$ cat config.mk
export PLATFORM = sky130hd
export DESIGN_NAME = cpu_control_fsm_flat
export DESIGN_NICKNAME = d
export VERILOG_FILES = /design/src/rtl/cpu_control_fsm_pkg.sv /design/src/rtl/cpu_control_fsm_if.sv /design/src/rtl/cpu_control_fsm_cond_eval.sv /design/src/rtl/cpu_control_fsm.sv /design/src/flat_wrapper.sv
export SDC_FILE = /design/constraint.sdc
export NUM_CORES = 1
export LEC_CHECK = 0
export ABC_AREA = 1
export ABC_CLOCK_PERIOD_IN_PS = 2750
export BUFFER_PORTS_ARGS = -buffer_cell sky130_fd_sc_hd__buf_4
export CORE_ASPECT_RATIO = 1.1
export CORE_MARGIN = 4
export CORE_UTILIZATION = 53
export DETAILED_ROUTE_END_ITERATION = 16
export PLACE_DENSITY = 0.8
export SLEW_MARGIN = 20
export SYNTH_ARGS = -nofsm -noshare
export SYNTH_HDL_FRONTEND = slang
export SYNTH_SLANG_ARGS = --single-unit
$ cat constraint.sdc
create_clock -name clk -period 2.75 [get_ports clk]
set_clock_uncertainty 0.15 [all_clocks]
set_input_delay 0.1375 -clock clk [delete_from_list [all_inputs] [get_ports clk]]
set_output_delay 0.1375 -clock clk [all_outputs]
set_load 0.1 [all_outputs]
$ cat src/rtl/cpu_control_fsm_pkg.sv
`default_nettype none
// ============================================================================
// Module   : cpu_isa_pkg
// Brief    : CR16-subset opcodes, ALU codes, condition codes, flag indices
//            and sequencer state encoding.
// Revision : 1.0
// ============================================================================
package cpu_isa_pkg;

    localparam logic [3:0] c_OP_RR      = 4'h0;
    localparam logic [3:0] c_OP_MEM     = 4'h4;
    localparam logic [3:0] c_OP_BCC     = 4'hC;

    localparam logic [3:0] c_ALU_AND    = 4'h1;
    localparam logic [3:0] c_ALU_OR     = 4'h2;
    localparam logic [3:0] c_ALU_XOR    = 4'h3;
    localparam logic [3:0] c_ALU_ADD    = 4'h5;
    localparam logic [3:0] c_ALU_SUB    = 4'h9;
    localparam logic [3:0] c_ALU_CMP    = 4'hB;
    localparam logic [3:0] c_ALU_MOV    = 4'hD;
    localparam logic [3:0] c_ALU_LUI    = 4'hF;
    localparam logic [7:0] c_ALU_OP_MOV = {c_OP_RR, c_ALU_MOV};

    localparam logic [3:0] c_EXT_WAIT   = 4'h0;
    localparam logic [3:0] c_EXT_LOAD   = 4'h0;
    localparam logic [3:0] c_EXT_STORE  = 4'h4;
    localparam logic [3:0] c_EXT_JUMP   = 4'hC;

    localparam logic [3:0] c_CC_EQ = 4'h0;
    localparam logic [3:0] c_CC_NE = 4'h1;
    localparam logic [3:0] c_CC_CS = 4'h2;
    localparam logic [3:0] c_CC_CC = 4'h3;
    localparam logic [3:0] c_CC_HI = 4'h4;
    localparam logic [3:0] c_CC_LS = 4'h5;
    localparam logic [3:0] c_CC_GT = 4'h6;
    localparam logic [3:0] c_CC_LE = 4'h7;
    localparam logic [3:0] c_CC_FS = 4'h8;
    localparam logic [3:0] c_CC_FC = 4'h9;
    localparam logic [3:0] c_CC_LO = 4'hA;
    localparam logic [3:0] c_CC_HS = 4'hB;
    localparam logic [3:0] c_CC_LT = 4'hC;
    localparam logic [3:0] c_CC_GE = 4'hD;
    localparam logic [3:0] c_CC_UC = 4'hE;
    localparam logic [3:0] c_CC_NV = 4'hF;

    localparam int c_FLAG_N = 0;
    localparam int c_FLAG_Z = 1;
    localparam int c_FLAG_F = 2;
    localparam int c_FLAG_L = 3;
    localparam int c_FLAG_C = 4;

    // Nine behaviours share a 3-bit debug port, so BRANCH also resolves JUMP
    // (told apart by the opcode held in the IR).
    typedef enum logic [2:0] {
        S_FETCH   = 3'd0,
        S_DECODE  = 3'd1,
        S_EXEC    = 3'd2,
        S_LD_ADDR = 3'd3,
        S_LD_WB   = 3'd4,
        S_STORE   = 3'd5,
        S_BRANCH  = 3'd6,
        S_HALT    = 3'd7
    } state_t;

    function automatic logic is_rr_alu(input logic [3:0] code);
        return code inside {c_ALU_ADD, c_ALU_SUB, c_ALU_CMP, c_ALU_AND,
                            c_ALU_OR, c_ALU_XOR, c_ALU_MOV};
    endfunction

    function automatic logic is_imm_alu(input logic [3:0] op);
        return is_rr_alu(op) || (op == c_ALU_LUI);
    endfunction

endpackage
`default_nettype wire

$ cat src/rtl/cpu_control_fsm_if.sv
`default_nettype none
// ============================================================================
// Module   : cpu_control_fsm_if
// Brief    : Sequencer <-> datapath control/bus bundle.
// Revision : 1.0
// ============================================================================
interface cpu_control_fsm_if #(
    parameter int PC_W  = 16,
    parameter int NREGS = 16
);
    logic [15:0]       instr;
    logic [4:0]        flag_reg;
    logic [15:0]       bus_in;
    logic [PC_W-1:0]   pc;
    logic              mem_addr_sel;
    logic              mem_we;
    logic [NREGS-1:0]  reg_en;
    logic [3:0]        mux_a;
    logic [3:0]        mux_b;
    logic [7:0]        alu_op;
    logic [15:0]       imm;
    logic              imm_sel;
    logic              cin;
    logic              flag_en;
    logic              alu_buf_en;
    logic              mem_buf_en;
    logic [2:0]        state_o;

    modport master (
        input  instr, flag_reg, bus_in,
        output pc, mem_addr_sel, mem_we, reg_en, mux_a, mux_b, alu_op, imm,
               imm_sel, cin, flag_en, alu_buf_en, mem_buf_en, state_o
    );

    modport slave (
        output instr, flag_reg, bus_in,
        input  pc, mem_addr_sel, mem_we, reg_en, mux_a, mux_b, alu_op, imm,
               imm_sel, cin, flag_en, alu_buf_en, mem_buf_en, state_o
    );
endinterface
`default_nettype wire

$ cat src/rtl/cpu_control_fsm_cond_eval.sv
`default_nettype none
// ============================================================================
// Module   : cond_eval
// Brief    : Evaluates a 4-bit condition code against the {C,L,F,Z,N} flags.
// Revision : 1.0
// ============================================================================
module cond_eval
    import cpu_isa_pkg::*;
(
    input  wire logic [4:0] i_flags,
    input  wire logic [3:0] i_cond,
    output logic            o_taken
);
    logic w_c, w_l, w_f, w_z, w_n;

    assign w_c = i_flags[c_FLAG_C];
    assign w_l = i_flags[c_FLAG_L];
    assign w_f = i_flags[c_FLAG_F];
    assign w_z = i_flags[c_FLAG_Z];
    assign w_n = i_flags[c_FLAG_N];

    always_comb begin
        o_taken = 1'b0;
        case (i_cond)
            c_CC_EQ: o_taken = w_z;
            c_CC_NE: o_taken = !w_z;
            c_CC_CS: o_taken = w_c;
            c_CC_CC: o_taken = !w_c;
            c_CC_HI: o_taken = w_l;
            c_CC_LS: o_taken = !w_l;
            c_CC_GT: o_taken = w_n;
            c_CC_LE: o_taken = !w_n;
            c_CC_FS: o_taken = w_f;
            c_CC_FC: o_taken = !w_f;
            c_CC_LO: o_taken = !w_l && !w_z;
            c_CC_HS: o_taken = w_l || w_z;
            c_CC_LT: o_taken = !w_n && !w_z;
            c_CC_GE: o_taken = w_n || w_z;
            c_CC_UC: o_taken = 1'b1;
            c_CC_NV: o_taken = 1'b0;
            default: o_taken = 1'b0;
        endcase
    end
endmodule
`default_nettype wire

$ cat src/rtl/cpu_control_fsm.sv
`default_nettype none
// ============================================================================
// Module   : cpu_control_fsm
// Brief    : Multi-cycle CR16-subset sequencer owning PC/IR; Moore control.
// Revision : 1.0
// ============================================================================
module cpu_control_fsm
    import cpu_isa_pkg::*;
#(
    parameter int PC_W  = 16,
    parameter int NREGS = 16
) (
    input  wire logic         clk,
    input  wire logic         reset,
    cpu_control_fsm_if.master bus
);
    state_t            r_state, w_state_nxt;
    logic [PC_W-1:0]   r_pc, w_pc_nxt, w_pc_inc, w_pc_rel, w_pc_jmp;
    logic [15:0]       r_ir, w_ir_nxt, w_imm_ext;
    logic [3:0]        w_op, w_rd, w_ext, w_rs, w_code, w_dop, w_dext;
    logic [7:0]        w_imm8;
    logic [NREGS-1:0]  w_rd_onehot;
    logic              w_taken;

    assign w_op        = r_ir[15:12];
    assign w_rd        = r_ir[11:8];
    assign w_ext       = r_ir[7:4];
    assign w_rs        = r_ir[3:0];
    assign w_imm8      = r_ir[7:0];
    assign w_dop       = bus.instr[15:12];
    assign w_dext      = bus.instr[7:4];
    assign w_code      = (w_op == c_OP_RR) ? w_ext : w_op;
    assign w_rd_onehot = NREGS'(1) << w_rd;
    assign w_pc_inc    = r_pc + PC_W'(1);
    assign w_pc_rel    = r_pc + PC_W'(signed'(w_imm8));
    assign w_pc_jmp    = PC_W'(bus.bus_in);

    always_comb begin
        case (w_op)
            c_ALU_AND, c_ALU_OR, c_ALU_XOR: w_imm_ext = {8'h00, w_imm8};
            c_ALU_LUI:                      w_imm_ext = {w_imm8, 8'h00};
            default:                        w_imm_ext = {{8{w_imm8[7]}}, w_imm8};
        endcase
    end

    cond_eval u_cond_eval (
        .i_flags (bus.flag_reg),
        .i_cond  (w_rd),
        .o_taken (w_taken)
    );

    always_ff @(posedge clk or negedge reset) begin
        if (!reset) begin
            r_state <= S_FETCH;
            r_pc    <= '0;
            r_ir    <= '0;
        end else begin
            r_state <= w_state_nxt;
            r_pc    <= w_pc_nxt;
            r_ir    <= w_ir_nxt;
        end
    end

    assign bus.pc      = r_pc;
    assign bus.state_o = r_state;
    assign bus.cin     = 1'b0;

    always_comb begin
        w_state_nxt      = r_state;
        w_pc_nxt         = r_pc;
        w_ir_nxt         = r_ir;
        bus.mem_addr_sel = 1'b0;
        bus.mem_we       = 1'b0;
        bus.reg_en       = '0;
        bus.mux_a        = '0;
        bus.mux_b        = '0;
        bus.alu_op       = '0;
        bus.imm          = '0;
        bus.imm_sel      = 1'b0;
        bus.flag_en      = 1'b0;
        bus.alu_buf_en   = 1'b0;
        bus.mem_buf_en   = 1'b0;
        unique case (r_state)
            S_FETCH: w_state_nxt = S_DECODE;
            // Only place instr steers anything; no strobe is raised here.
            S_DECODE: begin
                w_ir_nxt = bus.instr;
                if (w_dop == c_OP_RR && w_dext == c_EXT_WAIT)
                    w_state_nxt = S_HALT;
                else if ((w_dop == c_OP_RR && is_rr_alu(w_dext)) || is_imm_alu(w_dop))
                    w_state_nxt = S_EXEC;
                else if (w_dop == c_OP_MEM && w_dext == c_EXT_LOAD)
                    w_state_nxt = S_LD_ADDR;
                else if (w_dop == c_OP_MEM && w_dext == c_EXT_STORE)
                    w_state_nxt = S_STORE;
                else if ((w_dop == c_OP_MEM && w_dext == c_EXT_JUMP) || w_dop == c_OP_BCC)
                    w_state_nxt = S_BRANCH;
                else begin
                    w_state_nxt = S_FETCH;
                    w_pc_nxt    = w_pc_inc;
                end
            end
            S_EXEC: begin
                bus.mux_a      = w_rd;
                bus.alu_buf_en = 1'b1;
                if (w_op == c_OP_RR) begin
                    bus.mux_b  = w_rs;
                    bus.alu_op = {w_op, w_ext};
                end else begin
                    bus.imm_sel = 1'b1;
                    bus.imm     = w_imm_ext;
                    bus.alu_op  = {w_op, 4'h0};
                end
                if (w_code != c_ALU_CMP)
                    bus.reg_en = w_rd_onehot;
                bus.flag_en = (w_code == c_ALU_ADD) || (w_code == c_ALU_SUB) ||
                              (w_code == c_ALU_CMP);
                w_pc_nxt    = w_pc_inc;
                w_state_nxt = S_FETCH;
            end
            S_LD_ADDR: begin
                bus.mux_a        = w_rs;
                bus.mux_b        = w_rs;
                bus.alu_op       = c_ALU_OP_MOV;
                bus.alu_buf_en   = 1'b1;
                bus.mem_addr_sel = 1'b1;
                w_state_nxt      = S_LD_WB;
            end
            S_LD_WB: begin
                bus.mem_buf_en = 1'b1;
                bus.reg_en     = w_rd_onehot;
                w_pc_nxt       = w_pc_inc;
                w_state_nxt    = S_FETCH;
            end
            S_STORE: begin
                bus.mux_a        = w_rd;
                bus.mux_b        = w_rs;
                bus.alu_op       = c_ALU_OP_MOV;
                bus.alu_buf_en   = 1'b1;
                bus.mem_addr_sel = 1'b1;
                bus.mem_we       = 1'b1;
                w_pc_nxt         = w_pc_inc;
                w_state_nxt      = S_FETCH;
            end
            S_BRANCH: begin
                if (w_op == c_OP_BCC) begin
                    w_pc_nxt = w_taken ? w_pc_rel : w_pc_inc;
                end else begin
                    bus.mux_a      = w_rs;
                    bus.mux_b      = w_rs;
                    bus.alu_op     = c_ALU_OP_MOV;
                    bus.alu_buf_en = 1'b1;
                    w_pc_nxt       = w_taken ? w_pc_jmp : w_pc_inc;
                end
                w_state_nxt = S_FETCH;
            end
            S_HALT: w_state_nxt = S_HALT;
            default: w_state_nxt = S_FETCH;
        endcase
    end
endmodule
`default_nettype wire

$ cat src/flat_wrapper.sv
// flat-port wrapper written by rule: the top's interface ports become plain ports
module cpu_control_fsm_flat import cpu_isa_pkg::*;
#(
    parameter int PC_W  = 16,
    parameter int NREGS = 16
)
  (clk, reset, bus_instr, bus_flag_reg, bus_bus_in, bus_pc, bus_mem_addr_sel, bus_mem_we, bus_reg_en, bus_mux_a, bus_mux_b, bus_alu_op, bus_imm, bus_imm_sel, bus_cin, bus_flag_en, bus_alu_buf_en, bus_mem_buf_en, bus_state_o);
  cpu_control_fsm_if #(.PC_W(PC_W), .NREGS(NREGS)) bus_i ();
  input  wire logic clk;
  input  wire logic reset;
  input wire logic [$bits(bus_i.instr)-1:0] bus_instr;
  input wire logic [$bits(bus_i.flag_reg)-1:0] bus_flag_reg;
  input wire logic [$bits(bus_i.bus_in)-1:0] bus_bus_in;
  output wire logic [$bits(bus_i.pc)-1:0] bus_pc;
  output wire logic [$bits(bus_i.mem_addr_sel)-1:0] bus_mem_addr_sel;
  output wire logic [$bits(bus_i.mem_we)-1:0] bus_mem_we;
  output wire logic [$bits(bus_i.reg_en)-1:0] bus_reg_en;
  output wire logic [$bits(bus_i.mux_a)-1:0] bus_mux_a;
  output wire logic [$bits(bus_i.mux_b)-1:0] bus_mux_b;
  output wire logic [$bits(bus_i.alu_op)-1:0] bus_alu_op;
  output wire logic [$bits(bus_i.imm)-1:0] bus_imm;
  output wire logic [$bits(bus_i.imm_sel)-1:0] bus_imm_sel;
  output wire logic [$bits(bus_i.cin)-1:0] bus_cin;
  output wire logic [$bits(bus_i.flag_en)-1:0] bus_flag_en;
  output wire logic [$bits(bus_i.alu_buf_en)-1:0] bus_alu_buf_en;
  output wire logic [$bits(bus_i.mem_buf_en)-1:0] bus_mem_buf_en;
  output wire logic [$bits(bus_i.state_o)-1:0] bus_state_o;
  assign bus_i.instr = bus_instr;
  assign bus_i.flag_reg = bus_flag_reg;
  assign bus_i.bus_in = bus_bus_in;
  assign bus_pc = bus_i.pc;
  assign bus_mem_addr_sel = bus_i.mem_addr_sel;
  assign bus_mem_we = bus_i.mem_we;
  assign bus_reg_en = bus_i.reg_en;
  assign bus_mux_a = bus_i.mux_a;
  assign bus_mux_b = bus_i.mux_b;
  assign bus_alu_op = bus_i.alu_op;
  assign bus_imm = bus_i.imm;
  assign bus_imm_sel = bus_i.imm_sel;
  assign bus_cin = bus_i.cin;
  assign bus_flag_en = bus_i.flag_en;
  assign bus_alu_buf_en = bus_i.alu_buf_en;
  assign bus_mem_buf_en = bus_i.mem_buf_en;
  assign bus_state_o = bus_i.state_o;
  cpu_control_fsm #(.PC_W(PC_W), .NREGS(NREGS)) u_core (.clk(clk), .reset(reset), .bus(bus_i));
endmodule
[Word level (Yosys, flattened, before mapping)]
Index checks and enable logic that the tools add are counted.
Widths: inputs -> output; s select.
Storage, ports and cells
  bits in registers: 35
  input bits: 39
  output and inout bits: 74
  logic and storage cells: 132
Operators by class
  add/sub/neg operators: 2
  eq/ne operators: 55
  shift operators: 1
  multiplexer cells: 37
  reductions and logical operators: 34
Operators by type and width (number)
  $mux 16: 11
  $eq 4x4->1 const B: 21
  $pmux 16 s2: 2
  $pmux 16 s3: 1
  $eq 4x3->1 const B: 9
  $eq 4x2->1 const B: 8
  $pmux 4 s3: 2
  $pmux 8 s3: 1
  $mux 4: 5
  $add 16x1->16 const B: 1
  $add 16x16->16: 1
  $eq 4x1->1 const B: 4
  $logic_not 4->1: 4
  $pmux 1 s16: 1
  $shl 1x4->16 const A: 1
  $mux 3: 5
  $pmux 3 s5: 1
  $reduce_bool 7->1: 2
  $eq 3x3->1 const B: 4
  $ne 2x2->1 const B: 5
  $reduce_or 3->1: 3
  $logic_and 1x1->1: 7
  $logic_or 1x1->1: 7
  $mux 1: 7
  other kinds (10): 16

[Depth between registers and ports, before layout]
Gate-level depths: netlist of the first run.
  depth in word-level cells: 9
  gate-level depth with buffers: 15
  gate-level depth less buffers: 14

[By module]
From an unflattened synthesis of the first run, not the netlist that was laid out.
Second synthesis, totals
  cells, all modules: 671
  area total of the unflattened synthesis: 3882.5 um^2
Modules (own cells, without submodules)
  cpu_control_fsm: instances 1, cells an instance 619, area each 3662.3 um^2, seq. area each 875.8 um^2
  cond_eval: instances 1, cells an instance 52, area each 220.2 um^2, seq. area each 0.0 um^2

[Worst setup path after synthesis of the first run]
OpenSTA, ideal clock, no wires.
  path kind: reg2out
  start: register u_core.r_state[2] (netlist: u_core.bus.state_o[2])
  end: output bus_mux_a[0]
  arrival time: 5882 ps
  required time: 2463 ps
  setup slack: -3420 ps
  stages on the path, launching flop included: 7
  cells stage by stage: dfrtp_1 nand2_1 nor2_1 nor2_1 inv_1 nor2_1 o32ai_1
On the way
  longest elaborated chain between the ends: 3
  elaborated cells between the ends (all ways): 6
  those cells by class: 4 x eq/ne; 1 x mux; 1 x reduce/logical
Ends and longest elaborated chain
  from (decl): line cpu_control_fsm.sv:17  | state_t r_state, w_state_nxt;
  from (signal assigned): line cpu_control_fsm.sv:58  | r_state <= w_state_nxt;
  $eq 3x3->1 or $eq 3x2->1 (tied branches): line cpu_control_fsm.sv:83  | unique case (r_state)
  $reduce_or 2->1 (no source line)
  $pmux 4 s3 (*): line cpu_control_fsm.sv:83
  to (decl): line flat_wrapper.sv:18  | output wire logic [$bits(bus_i.mux_a)-1:0] bus_mux_a;
Mark *: on every way between the ends. The rest lies on a longest branch, timed or not.

[Final worst setup path of the first run]
  start: register u_core.r_state[2] (netlist: u_core.bus.state_o[2])
  end: output bus_mux_a[1]
Same word-level chain as after synthesis.

==> results.py, run 1 <==
metrics = {
    "final_layout": {
        "final_cell_mix": "nand2_1 (156), buf_4 (111), inv_1 (70)",
        "antenna-diode-count": 0,
        "fin_util_pct": 83.6,
        "num-nets-final": 797,
        "final_cells": 824,
        "areaGrowthSynthToFinish_pct": 52.0,
        "mostFrequentLayoutCell": "nand2_1",
        "fillers": 410,
        "layout-drive-gt1-share_pct": 30.6,
    },
    "die": {
        "die_y_um": 95.0,
        "fp.dieW_um": 87.1,
        "io_pins": 113,
        "start_util_pct": 55.0,
        "placeableCoreArea_um2": 6630,
        "std_cell_rows": 31,
        "overall_die_area_um2": 8280,
    },
    "drt": {
        "drtAntennaViolNets": 0,
        "wirelength_um": 15000,
        "met3WireLength_um": 1450,
        "via_per_inst": 6.05,
        "met1_wire_length_um": 5220,
        "routedWlPerCell_um": 18.2,
        "dr_total_vias": 4985,
        "route.met2.wl_um": 7640,
        "drt_drc_violations_left": 0,
        "count_of_routing_violations_after_the_opening_detailed_route_iteration": 422,
        "drt-pass1-iter-count": 8,
        "route.top_layer_used": "met4",
    },
    "power": {
        "internal_power_uw": 848,
        "p_leak_nw": 2.69,
        "power_frac_clock_pct": 44.6,
        "p_sw_share_pct": 25.1,
        "share_comb_of_total_power_pct": 10.0,
        "power.sequential.fraction_pct": 45.4,
        "power-per-cell-area_nw_per_um2": 204,
        "switching_power_uw": 285,
        "peakVddDrop_v": 0.000228,
    },
    "clock_tree": {
        "clk_latency_ns": 0.30,
        "cts_root_buf": "clkbuf_8",
        "clkTransAtPathRegs_ns": 0.09,
        "clock_tree.buffer_depth": 2,
        "clock-sinks": 35,
        "htree_levels": 2,
        "cts_tree": "done",
        "tritoncts.num_buffers": 5,
    },
    "critical_path": {
        "r2r_start": "u_core.r_ir[7]",
        "cp_data_arrival_time_ns": 2.48,
        "cp_slowest_stage_delay_ns": 0.55,
        "worst_ep_required_time_ns": 2.46,
        "critical_path.reg2reg.endpoint": "u_core.bus.pc[14]",
        "critical_path.max_fanout": 7,
        "critical_path.cell_chain": "nand2_1, nor2_4, nor2_2, clkinvlp_4, nor2_2, o32ai_4, buf_4",
        "crit_path_end_kind": "output port",
        "ff2ff_setup_slack_ns": 0.28,
        "critical_path_class": "register to output port",
        "critical_path.slowest_cell": "nor2_2",
        "critPathLaunch": "u_core.bus.state_o[2]",
        "crit_path_frequent_cell": "nor2_2",
        "start_kind": "register",
        "worstSetupEndpoint": "bus_mux_a[1]",
        "r2r_cells": 12,
    },
    "global_routing": {
        "maximum_number_of_pins_on_one_net_before_global_route_repair": 36,
        "grt_overflow": 0,
        "grt_pass1_wl_um": 22400,
        "initial_antenna_violation_count": 0,
        "first_global_vias": 4780,
        "globalRouteTotalUtil_pct": 34.1,
    },
    "logic_synthesis": {
        "synth_cell_types": 41,
        "synth_compound_area_share_pct": 16.0,
        "synth-adder-area-share_pct": 6.04,
        "prevailing_post_synth_register_cell": "dfrtp_1",
        "synthMuxAreaShare_pct": 0,
        "synth-xor-area-share_pct": 2.88,
        "postSynth.asyncResetShare_pct": 100,
        "synth-simple-area-share_pct": 40.0,
        "avgSynthCellArea_um2": 6.01,
        "synthesis.instances": 607,
        "synth_top_family_by_area": "simple AND/OR/NAND/NOR gates",
        "synth.ff_latch_count": 35,
        "mappedNetlistArea_um2": 3650,
        "synth_warnings": 0,
        "post_synthesis_net_count": 663,
        "number_of_enable_type_register_cells_in_the_synthesized_netlist": 0,
        "yosysSeqAreaShare_pct": 24.0,
    },
    "timing": {
        "timing.final.crit_period_ns": 2.77,
        "final_tns_setup_ns": -0.0185,
        "hold_viol": 0,
        "finalSetupViolations": 1,
        "maxClockFrequency_mhz": 361,
        "smallest_setup_slack_after_layout_ns": -0.0185,
        "finalMaxSlewViolations": 0,
        "maxSlewHeadroom_pct": 55.5,
        "max_slew.worst_pin.slew_ns": 0.667,
        "post-route-period-util_pct": 101,
    },
    "placement": {
        "dp_hpwl_um": 9970,
        "placed_cells_incl_taps": 792,
        "io_buffer_count": 111,
        "gpl.final_weighted_congestion": 0.955,
    },
    "run_status": {
        "failed_checks": "setup timing",
        "run_status": "finished, violations left",
    },
    "run": {
        "maxCapViolCount": 0,
    },
    "min_path": {
        "min-delay-path-class": "input port to register",
    },
}
## what timing repair did
item / in CTS / in global routing
endpoints found under the hold margin: 51 / 0
gates resized for setup: 9 / 27
hold buffers: 17 / 0
setup endpoints to repair: 10 / 27
gates cloned: 0 / 1
pin swaps: 0 / 6
setup buffers: 2 / 4
## critical path, delay by kind of cell (launching register included)
family                 cells  cell delay, ns
buffers and inverters      2            0.45
and+or+nand+nor            4            1.02
AOI/OAI and AO/OA          1            0.18
DFF                        1            0.54
## power groups by stage
stage	logic [mW]	registers [mW]	clock network, mW
5_1_grt	0.120	0.514	0.537
3_5_place_dp	0.0862	0.524	0
2_1_floorplan	0.0244	0.525	0
3_3_place_gp	0.0855	0.524	0
6_report	0.113	0.514	0.506
4_1_cts	0.106	0.514	0.499
## how the worst min path moves through the flow
stage | from | end | slack [ns] | cells past startpoint
2_1_floorplan | reset | u_core.bus.pc[0] | -0.31 | 0
3_3_place_gp | reset | u_core.r_ir[14] | -0.03 | 1
3_5_place_dp | reset | u_core.r_ir[14] | -0.02 | 1
4_1_cts | bus_bus_in[0] | u_core.bus.pc[0] | 0.04 | 5
5_1_grt | bus_bus_in[0] | u_core.bus.pc[0] | 0.06 | 5
6_report | bus_bus_in[0] | u_core.bus.pc[0] | 0.04 | 5
## final cells by class
type	count	area, um^2	area share, %
clock buffers	5	68.8	1.24
clock inverters	3	47.5	0.857
inverters	83	328	5.91
multi-input cells	472	2880	51.9
flip-flops and latches	35	888	16.0
well taps	82	103	1.85
repair buffers	144	1230	22.3
## cells by family (layout without fill, tap and decap cells)
group	count (synthesis)	after routing
DFF	35	35
AOI/OAI and AO/OA	106	106
other	1	1
buffers and inverters	100	235
and+or+nand+nor	336	336
xor gates and xnor gates	12	12
adders and majority gates	17	17
## stage by stage
step	hold WS (ns)	cell area (um^2)	total power [mW]	setup slack, ns
2_1_floorplan	-0.308	4120	0.549	-0.551
5_1_grt	0.0567	5550	1.17	-0.0857
3_3_place_gp	-0.0284	5050	0.610	0.365
4_1_cts	0.0357	5400	1.12	0.00530
6_report	0.0360	5550	1.13	-0.0185
3_5_place_dp	-0.0208	5050	0.611	0.287
## synthesized netlist by cell type (5+ instances only)
master    number  area, um^2
nor2_1        72         270
o21ai_0       44         220
xnor2_1        6        52.6
nand3b_1       5        37.5
dfrtp_1       35         876
nand2_1      161         604
nor3_1        25         125
o211ai_1       5        37.5
a21oi_1       36         180
inv_1         80         300
xor2_1         6        52.6
nand4_1        9        56.3
clkbuf_1      10        37.5
ha_1          16         200
nand3_1       49         245
## per-layer routing
metal | vias to the layer above | global-route usage, %
li1 | 2264 | -
met1 | 2259 | 39.9
met2 | 382 | 62.7
met3 | 80 | 5.10
met4 | 0 | 12.7
met5 | - | 0
## registers in the layout, indices dropped and copies added, names as in the netlist
| register | count |
|---|---|
| u_core.bus.state_o | 3 |
| u_core.bus.pc | 16 |
| u_core.r_ir | 16 |
Note: power is estimated with default switching activity, not from simulation.
==> inputs of run 2 (changes only) <==
--- a/config.mk
+++ b/config.mk
@@ -5,14 +5,13 @@
 export SDC_FILE = /design/constraint.sdc
 export NUM_CORES = 1
 export LEC_CHECK = 0
-export ABC_AREA = 1
 export ABC_CLOCK_PERIOD_IN_PS = 2750
 export BUFFER_PORTS_ARGS = -buffer_cell sky130_fd_sc_hd__buf_4
 export CORE_ASPECT_RATIO = 1.1
 export CORE_MARGIN = 4
-export CORE_UTILIZATION = 53
+export CORE_UTILIZATION = 35
 export DETAILED_ROUTE_END_ITERATION = 16
-export PLACE_DENSITY = 0.8
+export PLACE_DENSITY = 0.56
 export SLEW_MARGIN = 20
 export SYNTH_ARGS = -nofsm -noshare
 export SYNTH_HDL_FRONTEND = slang
==> results.py, run 2 <==
metrics = {
    "run_status": {
        "run_status": "finished, violations left",
        "failed_checks": "hold timing",
    },
    "clock_tree": {
        "cts_root_buf": "clkbuf_8",
        "cts_tree": "done",
        "htree_levels": 2,
        "clock_tree.buffer_depth": 2,
        "clk_latency_ns": 0.30,
        "tritoncts.num_buffers": 5,
        "clkTransAtPathRegs_ns": 0.09,
        "clock-sinks": 35,
    },
    "logic_synthesis": {
        "mappedNetlistArea_um2": 3590,
        "post_synthesis_net_count": 527,
        "number_of_enable_type_register_cells_in_the_synthesized_netlist": 0,
        "avgSynthCellArea_um2": 7.63,
        "post-synth-top-count-cell": "nand2_1",
        "prevailing_post_synth_register_cell": "dfrtp_1",
        "synthDominantAreaCellType": "dfrtp_1",
        "postSynth.asyncResetShare_pct": 100,
        "synth_cell_types": 71,
        "synth.cells.most_frequent": "nand2_1 (50), nor2_1 (48), o21ai_0 (47)",
        "ys_top_cells_by_area": "dfrtp_1 (24%), o21ai_0 (6.5%), ha_1 (5.6%)",
        "synth_warnings": 0,
        "synth.ff_latch_count": 35,
        "synthesis.instances": 471,
        "yosysSeqAreaShare_pct": 24.4,
        "synth.top_cell.area_share_pct": 24.4,
    },
    "critical_path": {
        "critical_path.cell_chain": "ha_2, fa_2, a21oi_2, nand4b_1, a31oi_2, a311oi_2, xor2_1, o21ai_0, a211o_1",
        "critical_path.max_fanout": 3,
        "critical_path.slowest_cell": "dfrtp_4",
        "start_kind": "register",
        "cp_slowest_stage_delay_ns": 0.48,
        "cp_data_arrival_time_ns": 2.68,
        "critical_path_class": "register to register",
        "worst_ep_required_time_ns": 2.79,
        "crit_path_end_kind": "register",
    },
    "die": {
        "fp.dieW_um": 105,
        "io_pins": 113,
        "std_cell_rows": 38,
        "start_util_pct": 36.1,
        "overall_die_area_um2": 12000,
        "die_y_um": 114,
        "placeableCoreArea_um2": 9940,
    },
    "drt": {
        "routedWlPerCell_um": 17.3,
        "dr_total_vias": 4105,
        "drt_drc_violations_left": 0,
        "count_of_routing_violations_after_the_opening_detailed_route_iteration": 126,
        "wirelength_um": 12700,
        "via_per_inst": 5.59,
        "drtAntennaViolNets": 0,
        "drt-pass1-iter-count": 4,
    },
    "global_routing": {
        "grt_overflow": 0,
        "maximum_number_of_pins_on_one_net_before_global_route_repair": 36,
        "globalRouteTotalUtil_pct": 21.1,
        "initial_antenna_violation_count": 0,
        "first_global_vias": 4069,
        "grt_pass1_wl_um": 20700,
    },
    "timing": {
        "timing.final.crit_period_ns": 2.63,
        "hold_viol": 1,
        "finalSetupViolations": 0,
        "maxClockFrequency_mhz": 380,
        "finalHoldWorstSlack_ns": -0.00161,
        "finalMaxSlewViolations": 0,
        "maxSlewHeadroom_pct": 57.2,
        "max_slew.worst_pin.slew_ns": 0.639,
        "post-route-period-util_pct": 95.7,
        "grt_setup_unrepaired": "no",
        "final_tns_setup_ns": 0,
    },
    "final_layout": {
        "areaGrowthSynthToFinish_pct": 47.0,
        "layout-drive-gt1-share_pct": 37.7,
        "final_cell_mix": "buf_4 (141), nand2_1 (48), o21ai_0 (43)",
        "num-nets-final": 670,
        "final_cells": 735,
        "fin_util_pct": 53.1,
        "mostFrequentLayoutCell": "buf_4",
        "antenna-diode-count": 0,
    },
    "placement": {
        "placed_cells_incl_taps": 708,
        "io_buffer_count": 111,
        "dp_hpwl_um": 9690,
        "gpl.final_weighted_congestion": 0.949,
    },
    "min_path": {
        "min-delay-path-class": "input port to register",
    },
    "run": {
        "maxCapViolCount": 0,
    },
}
## run 2: cell count changes after synthesis, sizes merged, moves of 6 or more
cell    change
a21oi      -10
a31oi      +10
nor2       -29
nor3       -14
nand3      -33
and3       +16
nor2b      +14
and2       +12
nand2     -112
inv        -70
nand4       -6
mux2       +13
a22o        +8
nand2b      +6
## run 2: metal layers
| metal | wire, um | track usage (%) | vias up |
|---|---|---|---|
| met5 | 0 | 0 | - |
| met4 | 148 | 4.11 | 0 |
| met3 | 730 | 3.44 | 13 |
| met2 | 6210 | 36.0 | 136 |
| met1 | 5600 | 28.4 | 1937 |
| li1 | - | - | 2019 |
## run 2: path summary, 6_finish.rpt
kind,start,end,slack [ns],cells after the start
worst max-delay path,u_core.bus.pc[0],u_core.bus.pc[14],0.12,9
worst min-delay path,bus_bus_in[10],u_core.bus.pc[10],-0.002,5
worst max register to register,u_core.bus.pc[0],u_core.bus.pc[14],0.12,9
worst min register to register,u_core.bus.pc[1],u_core.bus.pc[1],0.45,2
max in group asynchronous,reset,u_core.bus.state_o[1],1.87,2
min in group asynchronous,reset,u_core.r_ir[11],0.19,2
## run 2: cell families after synthesis
kind of cell	Yosys count	share of synthesized area [%]
XOR/XNOR	14	3.41
buffers and inverters	38	4.98
multiplexers	16	4.91
AND/OR/NAND/NOR	196	27.1
adder cells (fa/ha/maj)	17	6.13
other	1	0.104
flip-flops	35	24.4
AO/OA/AOI/OAI	154	28.9
## run 2: area by class of cell
type                            instances  area, um^2
Clock buffer                            5        68.8
Clock inverter                          3        25.0
Fill cell                             954        4660
Inverter                               13        48.8
Multi-Input combinational cell        398        2820
Sequential cell                        35         900
Tap cell                              120         150
Timing Repair Buffer                  161        1270
## run 2: worst max-delay path: cells and delay by family (launching register included)
family | cells | cell delay [ns]
AO/OA/AOI/OAI | 5 | 0.99
adder cells (fa/ha/maj) | 2 | 0.60
flip-flops | 1 | 0.48
AND/OR/NAND/NOR | 1 | 0.16
XOR/XNOR | 1 | 0.16
## run 2: what timing repair did
action                     4_1_cts  5_1_grt
buffers inserted                 0        1
gates resized for setup          3        9
setup endpoints to repair       15       33
pin swaps                        0        1
hold buffers                    18        0
hold endpoints to repair        53        0
## run 2: metrics by stage
step | area [um^2] | setup slack (ns)
after floorplan | 3860 | 0.00926
after global placement | 4960 | 0.0474
after detailed placement | 4960 | 0.0397
after CTS | 5240 | 0.0132
after global routing | 5280 | 0.00677
final | 5280 | 0.118
Power of run 2 is left out: the tool's default activity adds up to more than one toggle a clock period on the data nets, which glitch-free logic cannot reach.
